## src/rtl/pipe_hazard_ctrl_if.sv

```systemverilog
// Purpose: hazard-control bundle between the 5-stage pipeline datapath and
//          pipe_hazard_ctrl.
// Ports (signals):
//   datapath -> controller : rs_id, rt_id, rs_used, rt_used, rd_idex,
//                            memread_idex, br_taken_ex, mem_req, mem_ack
//   controller -> datapath : pc_en, ifid_en, ifid_flush, idex_en, idex_flush,
//                            exmem_en, memwb_en, stall_cnt[CNT_W], mem_timeout
//   modport master : datapath side
//   modport slave  : controller side
interface pipe_hazard_ctrl_if #(
  parameter int unsigned CNT_W = 16
);
  logic [4:0]       rs_id;
  logic [4:0]       rt_id;
  logic             rs_used;
  logic             rt_used;
  logic [4:0]       rd_idex;
  logic             memread_idex;
  logic             br_taken_ex;
  logic             mem_req;
  logic             mem_ack;
  logic             pc_en;
  logic             ifid_en;
  logic             ifid_flush;
  logic             idex_en;
  logic             idex_flush;
  logic             exmem_en;
  logic             memwb_en;
  logic [CNT_W-1:0] stall_cnt;
  logic             mem_timeout;

  modport master (
    output rs_id, rt_id, rs_used, rt_used, rd_idex, memread_idex,
           br_taken_ex, mem_req, mem_ack,
    input  pc_en, ifid_en, ifid_flush, idex_en, idex_flush,
           exmem_en, memwb_en, stall_cnt, mem_timeout
  );

  modport slave (
    input  rs_id, rt_id, rs_used, rt_used, rd_idex, memread_idex,
           br_taken_ex, mem_req, mem_ack,
    output pc_en, ifid_en, ifid_flush, idex_en, idex_flush,
           exmem_en, memwb_en, stall_cnt, mem_timeout
  );
endinterface

```

## src/rtl/pipe_hazard_ctrl.sv

```systemverilog
// Purpose: pipeline sequencer for the 5-stage core. Handles load-use bubbles,
//          taken-branch flushes in EX and freezes the whole pipe while a
//          multi-cycle data-memory access is outstanding. Counts stall cycles
//          (saturating) and flags a sticky memory timeout.
// Ports:
//   clk    : rising-edge clock
//   rst_n  : asynchronous active-low reset
//   bus    : pipe_hazard_ctrl_if.slave (hazard inputs, enables/flushes,
//            stall_cnt, mem_timeout)
// Enables/flushes are a combinational (Mealy) decode of state and inputs;
// stall_cnt and mem_timeout are registered.
module pipe_hazard_ctrl #(
  parameter int unsigned MAX_WAIT = 16,
  parameter int unsigned CNT_W    = 16
) (
  input  logic                clk,
  input  logic                rst_n,
  pipe_hazard_ctrl_if.slave   bus
);

  localparam int unsigned WAIT_W = $clog2(MAX_WAIT + 1);

  typedef enum logic [1:0] {
    RUN      = 2'd0,
    MEM_WAIT = 2'd1,
    ERR      = 2'd2
  } state_t;

  state_t            state;
  logic [WAIT_W-1:0] waitCnt;
  logic [CNT_W-1:0]  stallCnt;
  logic              memTimeout;

  logic luHazard;
  logic freezeReq;
  logic issue;
  logic pcEn, ifidEn, ifidFlush, idexEn, idexFlush, exmemEn, memwbEn;

  // Load-use: the ID instruction reads the (non-zero) register a load in ID/EX writes.
  assign luHazard = bus.memread_idex && (bus.rd_idex != 5'd0) &&
                    ((bus.rs_used && (bus.rs_id == bus.rd_idex)) ||
                     (bus.rt_used && (bus.rt_id == bus.rd_idex)));

  // A new access not acked in its own cycle must freeze the pipe.
  assign freezeReq = bus.mem_req && !bus.mem_ack;

  // Normal issue decode applies in RUN without a freeze, and on the release cycle.
  assign issue = ((state == RUN) && !freezeReq) ||
                 ((state == MEM_WAIT) && bus.mem_ack);

  // Enable/flush decode; branch beats load-use since the ID instruction is wrong-path.
  always_comb begin
    pcEn      = 1'b0;
    ifidEn    = 1'b0;
    ifidFlush = 1'b0;
    idexEn    = 1'b0;
    idexFlush = 1'b0;
    exmemEn   = 1'b0;
    memwbEn   = 1'b0;
    if (issue) begin
      idexEn  = 1'b1;
      exmemEn = 1'b1;
      memwbEn = 1'b1;
      if (bus.br_taken_ex) begin
        pcEn      = 1'b1;
        ifidEn    = 1'b1;
        ifidFlush = 1'b1;
        idexFlush = 1'b1;
      end else if (luHazard) begin
        idexFlush = 1'b1;
      end else begin
        pcEn   = 1'b1;
        ifidEn = 1'b1;
      end
    end
  end

  // State, memory wait counter and sticky timeout.
  always_ff @(posedge clk or negedge rst_n) begin
    if (!rst_n) begin
      state      <= RUN;
      waitCnt    <= '0;
      memTimeout <= 1'b0;
    end else begin
      unique case (state)
        RUN: begin
          if (freezeReq) begin
            state   <= MEM_WAIT;
            waitCnt <= WAIT_W'(1);
          end
        end
        MEM_WAIT: begin
          if (bus.mem_ack) begin
            state   <= RUN;
            waitCnt <= '0;
          end else if (waitCnt == WAIT_W'(MAX_WAIT)) begin
            state      <= ERR;
            memTimeout <= 1'b1;
          end else begin
            waitCnt <= waitCnt + WAIT_W'(1);
          end
        end
        ERR: begin
          memTimeout <= 1'b1;
        end
        default: begin
          state <= ERR;
        end
      endcase
    end
  end

  // Saturating count of cycles in which the PC is held.
  always_ff @(posedge clk or negedge rst_n) begin
    if (!rst_n) begin
      stallCnt <= '0;
    end else if (!pcEn && (stallCnt != {CNT_W{1'b1}})) begin
      stallCnt <= stallCnt + CNT_W'(1);
    end
  end

  assign bus.pc_en       = pcEn;
  assign bus.ifid_en     = ifidEn;
  assign bus.ifid_flush  = ifidFlush;
  assign bus.idex_en     = idexEn;
  assign bus.idex_flush  = idexFlush;
  assign bus.exmem_en    = exmemEn;
  assign bus.memwb_en    = memwbEn;
  assign bus.stall_cnt   = stallCnt;
  assign bus.mem_timeout = memTimeout;

endmodule

```

## src/flat_wrapper.sv

```systemverilog
// flat-port wrapper written by rule: the top's interface ports become plain ports
module pipe_hazard_ctrl_flat 
#(
  parameter int unsigned MAX_WAIT = 16,
  parameter int unsigned CNT_W    = 16
)
  (clk, rst_n, bus_rs_id, bus_rt_id, bus_rs_used, bus_rt_used, bus_rd_idex, bus_memread_idex, bus_br_taken_ex, bus_mem_req, bus_mem_ack, bus_pc_en, bus_ifid_en, bus_ifid_flush, bus_idex_en, bus_idex_flush, bus_exmem_en, bus_memwb_en, bus_stall_cnt, bus_mem_timeout);
  pipe_hazard_ctrl_if #(.CNT_W(CNT_W)) bus_i ();
  input  logic clk;
  input  logic rst_n;
  input wire logic [$bits(bus_i.rs_id)-1:0] bus_rs_id;
  input wire logic [$bits(bus_i.rt_id)-1:0] bus_rt_id;
  input wire logic [$bits(bus_i.rs_used)-1:0] bus_rs_used;
  input wire logic [$bits(bus_i.rt_used)-1:0] bus_rt_used;
  input wire logic [$bits(bus_i.rd_idex)-1:0] bus_rd_idex;
  input wire logic [$bits(bus_i.memread_idex)-1:0] bus_memread_idex;
  input wire logic [$bits(bus_i.br_taken_ex)-1:0] bus_br_taken_ex;
  input wire logic [$bits(bus_i.mem_req)-1:0] bus_mem_req;
  input wire logic [$bits(bus_i.mem_ack)-1:0] bus_mem_ack;
  output wire logic [$bits(bus_i.pc_en)-1:0] bus_pc_en;
  output wire logic [$bits(bus_i.ifid_en)-1:0] bus_ifid_en;
  output wire logic [$bits(bus_i.ifid_flush)-1:0] bus_ifid_flush;
  output wire logic [$bits(bus_i.idex_en)-1:0] bus_idex_en;
  output wire logic [$bits(bus_i.idex_flush)-1:0] bus_idex_flush;
  output wire logic [$bits(bus_i.exmem_en)-1:0] bus_exmem_en;
  output wire logic [$bits(bus_i.memwb_en)-1:0] bus_memwb_en;
  output wire logic [$bits(bus_i.stall_cnt)-1:0] bus_stall_cnt;
  output wire logic [$bits(bus_i.mem_timeout)-1:0] bus_mem_timeout;
  assign bus_i.rs_id = bus_rs_id;
  assign bus_i.rt_id = bus_rt_id;
  assign bus_i.rs_used = bus_rs_used;
  assign bus_i.rt_used = bus_rt_used;
  assign bus_i.rd_idex = bus_rd_idex;
  assign bus_i.memread_idex = bus_memread_idex;
  assign bus_i.br_taken_ex = bus_br_taken_ex;
  assign bus_i.mem_req = bus_mem_req;
  assign bus_i.mem_ack = bus_mem_ack;
  assign bus_pc_en = bus_i.pc_en;
  assign bus_ifid_en = bus_i.ifid_en;
  assign bus_ifid_flush = bus_i.ifid_flush;
  assign bus_idex_en = bus_i.idex_en;
  assign bus_idex_flush = bus_i.idex_flush;
  assign bus_exmem_en = bus_i.exmem_en;
  assign bus_memwb_en = bus_i.memwb_en;
  assign bus_stall_cnt = bus_i.stall_cnt;
  assign bus_mem_timeout = bus_i.mem_timeout;
  pipe_hazard_ctrl #(.MAX_WAIT(MAX_WAIT), .CNT_W(CNT_W)) u_core (.clk(clk), .rst_n(rst_n), .bus(bus_i));
endmodule
```

## config.mk

```make
export PLATFORM = sky130hd
export DESIGN_NAME = pipe_hazard_ctrl_flat
export DESIGN_NICKNAME = d
export VERILOG_FILES = /design/src/rtl/pipe_hazard_ctrl_if.sv /design/src/rtl/pipe_hazard_ctrl.sv /design/src/flat_wrapper.sv
export SDC_FILE = /design/constraint.sdc
export NUM_CORES = 1
export LEC_CHECK = 0
export CAP_MARGIN = 15
export CORE_MARGIN = 1.5
export CORE_UTILIZATION = 45
export DETAILED_ROUTE_END_ITERATION = 8
export PLACE_DENSITY_LB_ADDON = 0.05
export SYNTH_ARGS = -nofsm -noshare
export SYNTH_HDL_FRONTEND = slang
export SYNTH_SLANG_ARGS = --single-unit
```

## constraint.sdc

```tcl
create_clock -name clk -period 2.7 [get_ports clk]
set_input_delay 0.405 -clock clk [delete_from_list [all_inputs] [get_ports clk]]
set_output_delay 0.405 -clock clk [all_outputs]
set_load 0.1 [all_outputs]
```

# --- Word level (Yosys, flattened, before mapping) ---
# Cells that the tools add are included.
classes:
  n_addsub: 2
  eq_ne: 11
  n_mux: 20
  bitwise: 1
  reduce_logical: 20
ops:
  columns: ["operator", "count"]
  rows:
  - ["16-bit by 1-bit adder with 16-bit output (second input constant)", 1]
  - ["16-bit inequality test (second input constant)", 1]
  - ["5-bit two-way mux", 3]
  - ["1-bit two-way mux", 11]
  - ["5-bit equality test", 2]
  - ["5-bit case mux with 2 select lines", 1]
  - ["3-bit AND reduction", 3]
  - ["1-bit logical AND", 8]
  - ["2-bit two-way mux", 3]
  - ["3-bit inequality test (second input constant)", 2]
  - ["2-bit case mux with 3 select lines", 1]
  - ["5-bit by 1-bit adder with 5-bit output (second input constant)", 1]
  - ["5-bit equality test (second input constant)", 1]
  - ["5-bit nonzero test", 1]
  - ["2-bit inequality test (second input constant)", 2]
  - ["2-bit nonzero test", 2]
  - ["1-bit logical NOT", 3]
  - ["2-bit by 1-bit equality test with 1-bit output (second input constant)", 1]
  - ["2-bit equality test (second input constant)", 1]
  - ["2-bit logical NOT", 1]
  - ["1-bit logical OR", 2]
  - ["2-bit by 1-bit inequality test with 1-bit output (second input constant)", 1]
  - ["1-bit case mux with 2 select lines", 1]
  - ["1-bit NOT", 1]
totals:
  regBits: 24
  input_bits: 23
  output_inout_bits: 24
  wordCells: 58

# --- Logic depth before layout (Yosys ltp) ---
# Gate-level depths: netlist of run 1.
depth:
  depth_word: 9
  depth_mapped: 8
  ltp_nobuf: 8

# --- Least setup slack after synthesis of run 1 ---
# OpenSTA, ideal clock, no wires.
synth_path:
  path_kind: "flip-flop to output port"
  start: "register u_core.state[0]"
  end: "output bus_pc_en"
  t_arrival_ps: 3256
  required_time_ps: 2295
  slack_ps: -961
  stages_incl_launch_ff: 5
  path_buffers: 1
  cell_sequence: "dfrtp_1 > nor2_1 > o21ba_2 > a21boi_1 > buf_4"
synth_between:
  elab_chain_len: 4
  word_cells_on_any_way: 6
  classes_between: "eq/ne: 1; mux: 1; reduce/logical: 4"
synth_rtl:
  columns: ["element", "line", "text"]
  rows:
  - ["start: declaration", "pipe_hazard_ctrl.sv:29", "state_t state;"]
  - ["start signal: assignment", "pipe_hazard_ctrl.sv:81", "state <= RUN;"]
  - ["start signal: assignment", "pipe_hazard_ctrl.sv:88", "state <= MEM_WAIT;"]
  - ["start signal: assignment", "pipe_hazard_ctrl.sv:94", "state <= RUN;"]
  - ["2-bit by 1-bit equality test with 1-bit output / 2-bit logical NOT (equally long branches)", "pipe_hazard_ctrl.sv:49, pipe_hazard_ctrl.sv:48", null]
  - ["1-bit logical AND (on tied branches)", "pipe_hazard_ctrl.sv:49, pipe_hazard_ctrl.sv:48", null]
  - ["1-bit logical OR (*)", "pipe_hazard_ctrl.sv:48", "assign issue = ((state == RUN) && !freezeReq) ||"]
  - ["1-bit two-way mux (*)", null, null]
  - ["end: declaration", "flat_wrapper.sv:20", "output wire logic [$bits(bus_i.pc_en)-1:0] bus_pc_en;"]
# Mark *: on every way between the ends. The rest lies on a longest branch, timed or not.

# --- Worst setup path after layout of run 1 ---
layout_path:
  start: "input bus_rd_idex[0]"
  end: "output bus_idex_flush"
layout_between:
  elab_chain_len: 7
  word_cells_on_any_way: 11
  classes_between: "eq/ne: 2; mux: 3; reduce/logical: 6"
layout_rtl:
  columns: ["element", "line", "text"]
  rows:
  - ["start: declaration", "flat_wrapper.sv:15", "input wire logic [$bits(bus_i.rd_idex)-1:0] bus_rd_idex;"]
  - ["5-bit equality test (on tied branches)", "pipe_hazard_ctrl.sv:41, pipe_hazard_ctrl.sv:42", null]
  - ["1-bit logical AND (on tied branches)", "pipe_hazard_ctrl.sv:41, pipe_hazard_ctrl.sv:42", null]
  - ["1-bit logical OR", "pipe_hazard_ctrl.sv:41", "((bus.rs_used && (bus.rs_id == bus.rd_idex)) ||"]
  - ["1-bit logical AND (*)", "pipe_hazard_ctrl.sv:40", "assign luHazard = bus.memread_idex && (bus.rd_idex != 5'd0) &&"]
  - ["1-bit two-way mux (*)", "pipe_hazard_ctrl.sv:69", "end else if (luHazard) begin"]
  - ["1-bit two-way mux (*)", "pipe_hazard_ctrl.sv:64", "if (bus.br_taken_ex) begin"]
  - ["1-bit two-way mux (*)", "pipe_hazard_ctrl.sv:60", "if (issue) begin"]
  - ["end: declaration", "flat_wrapper.sv:24", "output wire logic [$bits(bus_i.idex_flush)-1:0] bus_idex_flush;"]
# Marks and branches as above.

==> results of run 1 <==
==> worst paths after layout <==
check,endpoint,startpoint,cells after the start,slack [ps]
setup / recovery,bus_idex_flush,bus_rd_idex[0],6,150
hold / removal,u_core.bus.stall_cnt[2]$_DFFE_PN0P_,rst_n,2,430
setup reg to reg,u_core.bus.stall_cnt[9]$_DFFE_PN0P_,u_core.bus.stall_cnt[0]$_DFFE_PN0P_,8,650
hold reg to reg,u_core.bus.mem_timeout$_DFFE_PN0P_,u_core.bus.mem_timeout$_DFFE_PN0P_,1,470
max in group asynchronous,u_core.bus.stall_cnt[13]$_DFFE_PN0P_,rst_n,2,2040
min in group clk,u_core.bus.mem_timeout$_DFFE_PN0P_,u_core.bus.mem_timeout$_DFFE_PN0P_,1,470
==> state kept, by name, indices dropped and copies added (netlist names) <==
register,flops
u_core.bus.stall_cnt,16
u_core.waitCnt,5
u_core.state,2
u_core.bus.mem_timeout,1
==> kinds of logic after synthesis <==
kind of cell | count (synthesis) | synth area share (%)
xor gates and xnor gates | 28 | 17.4
AOI/OAI and AO/OA | 15 | 8.07
muxes | 1 | 0.798
adders and majority gates | 3 | 2.66
and+or+nand+nor | 62 | 24.3
DFF | 24 | 42.6
buffers and inverters | 11 | 4.25
==> layer usage <==
metal | GRT usage [%] | wire, um | vias to the layer above
met2 | 34.6 | 1550 | 40
met3 | 5.68 | 181 | 4
li1 | - | - | 594
met5 | 0 | 0 | -
met1 | 22.4 | 1300 | 553
met4 | 4.87 | 27 | 0
==> per-stage QoR <==
step	area, sq um	cells	utilization [%]	hold WS (ps)
after floorplan	1420	144	-	109
after global placement	1970	234	64.9	446
after detailed placement	1970	234	64.9	445
after CTS	2000	238	66.1	441
after global routing	2000	238	66.1	433
final	2000	238	66.1	434
==> Yosys cell counts (5+ instances only) <==
| library cell | number | area [sq um] |
|---|---|---|
| dfrtp_1 | 24 | 601 |
| nand3_1 | 8 | 40.0 |
| nor3_1 | 6 | 30.0 |
| and3_1 | 5 | 31.3 |
| xor2_1 | 14 | 123 |
| nand2_1 | 9 | 33.8 |
| xnor2_1 | 14 | 123 |
| inv_1 | 6 | 22.5 |
| nor2_1 | 16 | 60.1 |
| nand4_1 | 5 | 31.3 |
==> power breakdown <==
| part | internal (mW) | total (mW) | switching [mW] |
|---|---|---|---|
| Clock | 0.0824 | 0.190 | 0.107 |
| Sequential | 0.433 | 0.544 | 0.111 |
| Combinational | 0.233 | 0.923 | 0.690 |
| Total | 0.748 | 1.66 | 0.908 |
==> layout make-up <==
cell class / instances / area share [%]
clock buffers: 4 / 1.81
inverters: 6 / 1.13
multi-input cells: 109 / 38.1
flip-flops and latches: 24 / 30.0
well taps: 44 / 2.75
repair buffers: 51 / 26.3
==> worst register-to-register path, stage by stage (launching register included) <==
cell	delay, ps
dfrtp_1	450
ha_1	240
and3_1	200
and3_1	210
a211oi_2	200
a21oi_2	90
buf_4	160
nor4_4	270
xor2_1	170
==> reports/results.ini, run 1 <==
[global_routing]
antenna_found_initial=0
grt_max_degree=25
gr-usage-all-layers_pct=19.3
grt_pass1_wl_um=5120
first_global_vias=1237
grt_remaining_overflow=0

[worst_setup_path]
worstPathMaxFanout=3
crit_buf_inv=2
critPathSlowestCell=or4_1
path_cells=clkdlybuf4s50_1, or4_1, o21ai_2, and2b_1, o21a_1, buf_12
cp_top_family=simple AND/OR/NAND/NOR gates
startpoint_type=primary input
crit_arrival_ps=2150
endpoint_kind=output pin
max_stage_delay_ps=560
required_ps=2300
worst-setup-path-type=in2out

[timing]
rsz0062_at_grt=no
setup_viol=0
fmax_ghz=0.392
slew_viol_final=0
hold_viol=0
finalSetupTns_ps=0
worst_pin_slew_ps=643
period_share_pct=94.6
fin_ws_ps=146
relSlewSlack_pct=56.8
finalCriticalPeriod_ps=2550
fin_skew_ps=1.43

[die]
die_area_sq_um=3480
die_x_um=59.0
ios=47
core_sq_um=3030
rows=20
die_h_um=59.0
start_util_pct=46.6

[synthesis]
synthFlopType=dfrtp_1
synthesis.area_sq_um=1410
syn_inst=144
synth.avg_cell_area_sq_um=9.80
syn_nets=170
synth-edff-count=0
yosysWarnings=0
yosysSeqAreaShare_pct=42.6
synth_cell_types=35
async_reset_ff_share_pct=100
ys_ff_latch=24

[cells_and_area]
syn2layout_area_growth_pct=41.8
mostFrequentLayoutCells=dfrtp_1 (24), clkdlybuf4s50_1 (22), buf_4 (22)
multi_input_area_sq_um=762
drive_gt1_share_pct=22.7
final_common_cell=dfrtp_1
fin_nets=221
regArea_sq_um=601
fillCellCount=266
antenna_cells=0

[drt]
via_per_inst=5.00
drt_iter0_markers=87
drtAntennaViolNets=0
wl_per_cell_um=12.9
wl_um=3060
dr.pass1.iters=4
remaining_drc_errors=0
dr_total_vias=1191

[placed_design]
portBuffers=46
dp_hpwl_um=2510
gp_congestion=0.807
dpl_worst_slack_ps=137

[clock_network]
cts_buffers=3
clock-sinks=24
clk_latency_ps=310
cts_root_buf=clkbuf_4
cts_setup_buffers=0
cts-resized-gates=0
clk_pin_slew_ps=130
cts_tree=done
cts_hold_buffers=0
max-clock-path-buffers=2
cts_max_level=1

[pwr]
power.leakage_nw=0.888
powerDensity_nw_per_um2=828
report.power.total_mw=1.66
ir_drop_mv=0.632

[job]
maxCapViolations=0

[hold_path]
hold_class=in2async

[outcome]
outcome=finished clean

(Power assumes the default switching activity.)
==> run 2: changes to the inputs <==
ABC_AREA = 1   (was default)
CORE_ASPECT_RATIO = 1.5   (was default)
DONT_BUFFER_PORTS = 1   (was default)
==> reports/results.ini, run 2 <==
[clock_network]
cts_setup_buffers=0  ; unchanged
clk_pin_slew_ps=80  ; -50 ps
clk_latency_ps=260  ; -50 ps
clock-sinks=24  ; unchanged
cts_tree=done
cts_root_buf=clkbuf_8
max-clock-path-buffers=2  ; unchanged
cts_buffers=3  ; unchanged
cts_max_level=1  ; unchanged

[synthesis]
synth_cell_types=26  ; -26%
synthFlopType=dfrtp_1
ys_ff_latch=24  ; unchanged
synth-edff-count=0  ; unchanged
yosysWarnings=0  ; unchanged
syn_nets=269  ; +58%
yosysSeqAreaShare_pct=35.2  ; -7.4 points
ys_top_cells_by_area=dfrtp_1 (35%), nand2_1 (20%), inv_1 (7.0%)
synth.avg_cell_area_sq_um=7.03  ; -28%
syn_inst=243  ; +69%
synthesis.area_sq_um=1710  ; +21%
synth_top_area_share_pct=35.2  ; -7.4 points
yosysTopAreaCell=dfrtp_1
async_reset_ff_share_pct=100  ; unchanged
yosysMostFrequentCell=nand2_1
synth_common_cells=nand2_1 (89), inv_1 (32), dfrtp_1 (24)

[pwr]
power.leakage_nw=1.08  ; +22%
powerDensity_nw_per_um2=310  ; -63%
ir_drop_mv=0.343  ; -46%

[worst_setup_path]
critPathCapture=bus_memwb_en
cp-startpoint=u_core.state[0]$_DFFE_PN0P_
crit_buf_inv=5  ; +3
required_ps=2300  ; about the same
startpoint_type=flip-flop
worstPathMaxFanout=4  ; +1
critPathSlowestCell=dfrtp_1
cp.depth=9  ; +3
endpoint_kind=output pin
max_stage_delay_ps=380  ; -180 ps
crit_arrival_ps=1880  ; -270 ps
reg2regPathDepth=10  ; +2
r2r_end=u_core.bus.stall_cnt[13]$_DFFE_PN0P_
r2r-start=u_core.bus.stall_cnt[0]$_DFFE_PN0P_
path_cells=inv_1, nor2_1, nand2_1, inv_1, nor2_1, nand2_2, inv_2, buf_4, buf_12
worst-setup-path-type=reg2out
r2r_slack_ps=950  ; +300 ps
cp_top_family=buffers and inverters

[die]
die_h_um=78.5  ; +33%
ios=47  ; unchanged
start_util_pct=46.8  ; +0.20 points
die_x_um=53.3  ; -9.7%
die_area_sq_um=4180  ; +20%
core_sq_um=3650  ; +20%
rows=27  ; +35%

[job]
maxCapViolations=0  ; unchanged

[cells_and_area]
fin_nets=290  ; +31%
antenna_cells=0  ; unchanged
finish.utilization_pct=53.8  ; -12 points
syn2layout_area_growth_pct=14.9
final_common_cell=nand2_1
drive_gt1_share_pct=19.8  ; -2.8 points
largest_register_ffs=16  ; unchanged
fin_cells=305  ; +28%
final_area_sq_um=1960  ; -2.0%
mostFrequentLayoutCells=nand2_1 (89), inv_1 (31), dfrtp_1 (24)

[placed_design]
dp_hpwl_um=2690  ; +7.0%
portBuffers=0  ; -100%
dpl_cell_area_sq_um=1890  ; -3.8%
dp.cells=300  ; +28%
gp_congestion=0.770  ; -4.6%

[timing]
hold_viol=0  ; unchanged
holdWs_ps=379  ; -55.2 ps
finalCriticalPeriod_ps=2290  ; -264 ps
fin_skew_ps=8.17  ; +6.73 ps
worst_pin_slew_ps=917  ; +274 ps
finalSetupTns_ps=0  ; unchanged
setup_viol=0  ; unchanged
slew_viol_final=0  ; unchanged
relSlewSlack_pct=38.8  ; -18 points
fmax_ghz=0.437  ; +12%
period_share_pct=84.8  ; -9.8 points
rsz0062_at_grt=no

[outcome]
outcome=finished clean

[drt]
dr_total_vias=1443  ; +21%
drtAntennaViolNets=0  ; unchanged
wl_per_cell_um=11.5  ; -10%
drt_iter0_markers=39  ; -55%
via_per_inst=4.73  ; -5.5%
wl_um=3510  ; +15%
dr.pass1.iters=4  ; unchanged
remaining_drc_errors=0  ; unchanged

[global_routing]
grt_max_degree=25  ; unchanged
antenna_found_initial=0  ; unchanged
grt_remaining_overflow=0  ; unchanged
gr-usage-all-layers_pct=18.9  ; -0.42 points
first_global_vias=1420  ; +15%
grt_pass1_wl_um=6090  ; +19%

[hold_path]
hold_class=in2reg

## run 2: worst min-delay path, stage by stage
cell and delay [ps]:
o21ai_0 50, nand2_1 60, o21ai_0 70
## run 2: final cells by class
| cell class | instances | area (sq um) |
|---|---|---|
| Fill cell | 377 | 1690 |
| Multi-Input combinational cell | 177 | 918 |
| Sequential cell | 24 | 601 |
| Timing Repair Buffer | 23 | 213 |
| Inverter | 35 | 135 |
| Tap cell | 43 | 53.8 |
| Clock buffer | 3 | 41.3 |
## run 2: per-stage QoR
stage / worst slack, ps / power [mW]
finish: 411 / 0.608
CTS: 392 / 0.618
global placement: 673 / 0.394
global route: 284 / 0.638
detailed placement: 697 / 0.394
floorplan: 10.4 / 0.390
## run 2: routing by layer
metal  vias up  global-route usage [%]  part of all wire, %
met1       635                    23.3                   44
met2        26                    33.1                   52
met4         0                    4.62                    0
li1        782                       -                    -
met5         -                       0                    0
met3         0                    2.85                  3.5
## run 2: worst min path at each step
stage / start / endpoint / slack (ps) / cells after the start
2_1_floorplan: rst_n / u_core.bus.mem_timeout$_DFFE_PN0P_ / 110 / 0
3_3_place_gp: rst_n / u_core.state[1]$_DFFE_PN0P_ / 110 / 0
3_5_place_dp: rst_n / u_core.bus.stall_cnt[12]$_DFFE_PN0P_ / 110 / 0
4_1_cts: bus_mem_ack / u_core.waitCnt[0]$_DFFE_PN0P_ / 370 / 3
5_1_grt: bus_mem_ack / u_core.waitCnt[0]$_DFFE_PN0P_ / 420 / 3
6_report: bus_mem_ack / u_core.waitCnt[0]$_DFFE_PN0P_ / 380 / 3
## run 2: cell families after synthesis
| group | synth area share (%) |
|---|---|
| simple gates | 41.2 |
| compound gates | 4.40 |
| fa+ha+maj | 2.20 |
| xor+xnor | 5.64 |
| flops | 35.2 |
| buf+inv | 11.4 |
## run 2: report_power, final
part / internal [mW] / switching [mW] / total, mW / leakage [nW]
clock network: 0.0996 / 0.110 / 0.210 / 0.0216
registers: 0.359 / 0 / 0.359 / 0.284
logic: 0.0146 / 0.0248 / 0.0394 / 0.775
## run 2: what timing repair did
action / CTS / global route
resized for setup: 0 / 0
hold buffers: 2 / 0
endpoints found under the hold margin: 24 / 0
==> run 3: changes to the inputs <==
clock period = 1.9 ns   (was 2.7 ns; I/O delays follow)
==> reports/results.ini, run 3 (synthesis gave the netlist of run 2 again) <==
[clock_network]
clk_latency_ps=280  ; +20 ps
cts_root_buf=clkbuf_8
clock-sinks=24  ; unchanged
cts_max_level=1  ; unchanged
clk_pin_slew_ps=90  ; about the same
cts_buffers=3  ; unchanged
cts_tree=done
max-clock-path-buffers=2  ; unchanged

[global_routing]
grt_remaining_overflow=0  ; unchanged
grt_pass1_wl_um=6500  ; +6.7%
gr-usage-all-layers_pct=20.5  ; +1.7 points
antenna_found_initial=0  ; unchanged
grt_max_degree=25  ; unchanged
first_global_vias=1560  ; +9.9%

[worst_setup_path]
path_cells=inv_2, nor2_2, nand2_1, inv_2, nor2_4, nand2_4, buf_4, nor2_4, buf_12
worst-setup-path-type=reg2out
reg2regPathDepth=11  ; +1
crit_arrival_ps=1550  ; -330 ps
r2r_end=u_core.waitCnt[3]$_DFFE_PN0P_
critPathSlowestCell=dfrtp_1
critPathCapture=bus_ifid_flush
required_ps=1620  ; -680 ps
endpoint_kind=output pin
worstPathMaxFanout=3  ; -1
max_stage_delay_ps=400  ; +20 ps
startpoint_type=flip-flop
cp-startpoint=u_core.state[0]$_DFFE_PN0P_
r2r_slack_ps=80  ; -870 ps
r2r-start=u_core.state[1]$_DFFE_PN0P_

[timing]
relSlewSlack_pct=39.8  ; +0.97 points
rsz0062_at_grt=yes
finalCriticalPeriod_ps=1830
period_share_pct=96.4
setup_viol=0  ; unchanged
worst_pin_slew_ps=903  ; -14.6 ps
fin_ws_ps=68.4  ; -342 ps
fin_skew_ps=8.75  ; +0.581 ps
fmax_ghz=0.546
hold_viol=0  ; unchanged
slew_viol_final=0  ; unchanged

[placed_design]
gp_congestion=0.785  ; +1.9%
dp_hpwl_um=2860  ; +6.5%
portBuffers=0  ; unchanged
dpl_worst_slack_ps=190  ; -506 ps
dp.cells=301  ; +0.33%

[pwr]
power.leakage_nw=1.14  ; +5.0%
report.power.total_mw=1.03  ; +69%
powerDensity_nw_per_um2=479  ; +54%
ir_drop_mv=0.319  ; -6.8%

[drt]
drt_iter0_markers=26  ; -33%
wl_um=3870  ; +10%
dr.pass1.iters=4  ; unchanged
wl_per_cell_um=12.3  ; +6.6%
via_per_inst=4.88  ; +3.1%
dr_total_vias=1537  ; +6.5%
remaining_drc_errors=0  ; unchanged
drtAntennaViolNets=0  ; unchanged

[hold_path]
whs_path_depth=3  ; unchanged
hold_class=in2reg

[cells_and_area]
fillCellCount=356  ; -5.6%
fin_nets=299  ; +3.1%
fin_cells=315  ; +3.3%
final_common_cell=nand2_1
drive_gt1_share_pct=28.3  ; +8.5 points
antenna_cells=0  ; unchanged
mostFrequentLayoutCells=nand2_1 (88), inv_1 (29), buf_4 (25)
largest_register_ffs=16  ; unchanged
syn2layout_area_growth_pct=26.1

[die]
die_area_sq_um=4180  ; unchanged
start_util_pct=46.8  ; unchanged
core_sq_um=3650  ; unchanged
die_h_um=78.5  ; unchanged
ios=47  ; unchanged
die_x_um=53.3  ; unchanged
rows=27  ; unchanged

[job]
maxCapViolations=0  ; unchanged

[outcome]
outcome=finished clean

## run 3: worst min-delay path by stage
| stage | end | slack (ps) | startpoint |
|---|---|---|---|
| final | u_core.waitCnt[0]$_DFFE_PN0P_ | 250 | bus_mem_ack |
| after CTS | u_core.waitCnt[0]$_DFFE_PN0P_ | 230 | bus_mem_ack |
| after detailed placement | u_core.bus.stall_cnt[11]$_DFFE_PN0P_ | -10 | rst_n |
| after global placement | u_core.bus.stall_cnt[15]$_DFFE_PN0P_ | -10 | rst_n |
| after floorplan | u_core.bus.mem_timeout$_DFFE_PN0P_ | -10 | rst_n |
| after global routing | u_core.waitCnt[0]$_DFFE_PN0P_ | 280 | bus_mem_ack |
## run 3: repair_timing
| action | in CTS | in global routing |
|---|---|---|
| hold endpoints to repair | 24 | 0 |
| endpoints found under the setup margin | 6 | 19 |
| hold buffers | 2 | 0 |
| pin swaps | 3 | 0 |
| gates resized for setup | 3 | 4 |
| buffers inserted | 6 | 2 |
## run 3: where the power goes
part           leakage [nW]  switching (mW)  internal [mW]
sequential            0.272               0          0.510
clock                0.0357           0.181          0.282
combinational         0.827          0.0365         0.0207
total                  1.14           0.218          0.813
## run 3: metrics by stage
stage          TNS (ps)  cell area [sq um]  hold WS, ps  util, %
6_report              0               2150          254     59.0
2_1_floorplan      -665               1760        -10.6        -
5_1_grt           -50.8               2150          277     59.0
3_5_place_dp          0               1960        -9.73     53.7
3_3_place_gp          0               1960        -9.92     53.7
4_1_cts          -0.721               2120          226     58.2
## run 3: worst max-delay path, delay by kind of cell (launching register included)
family / cells / cell delay (ps)
buf+inv: 4 / 480
flops: 1 / 400
simple gates: 5 / 390
## run 3: routing by layer
layer	vias to the layer above	track usage, %	wire, um
met5	-	0	0
met4	0	6.92	57
met3	6	2.85	137
met2	30	39.9	2200
met1	696	20.9	1470
li1	805	-	-
## run 3: final cells by class
type | count | area [sq um] | area share [%]
clock buffers | 3 | 41.3 | 1.92
well taps | 43 | 53.8 | 2.50
repair buffers | 32 | 318 | 14.8
flip-flops and latches | 24 | 618 | 28.7
multi-input cells | 177 | 950 | 44.1
clock inverters | 1 | 30.0 | 1.39
inverters | 35 | 143 | 6.62
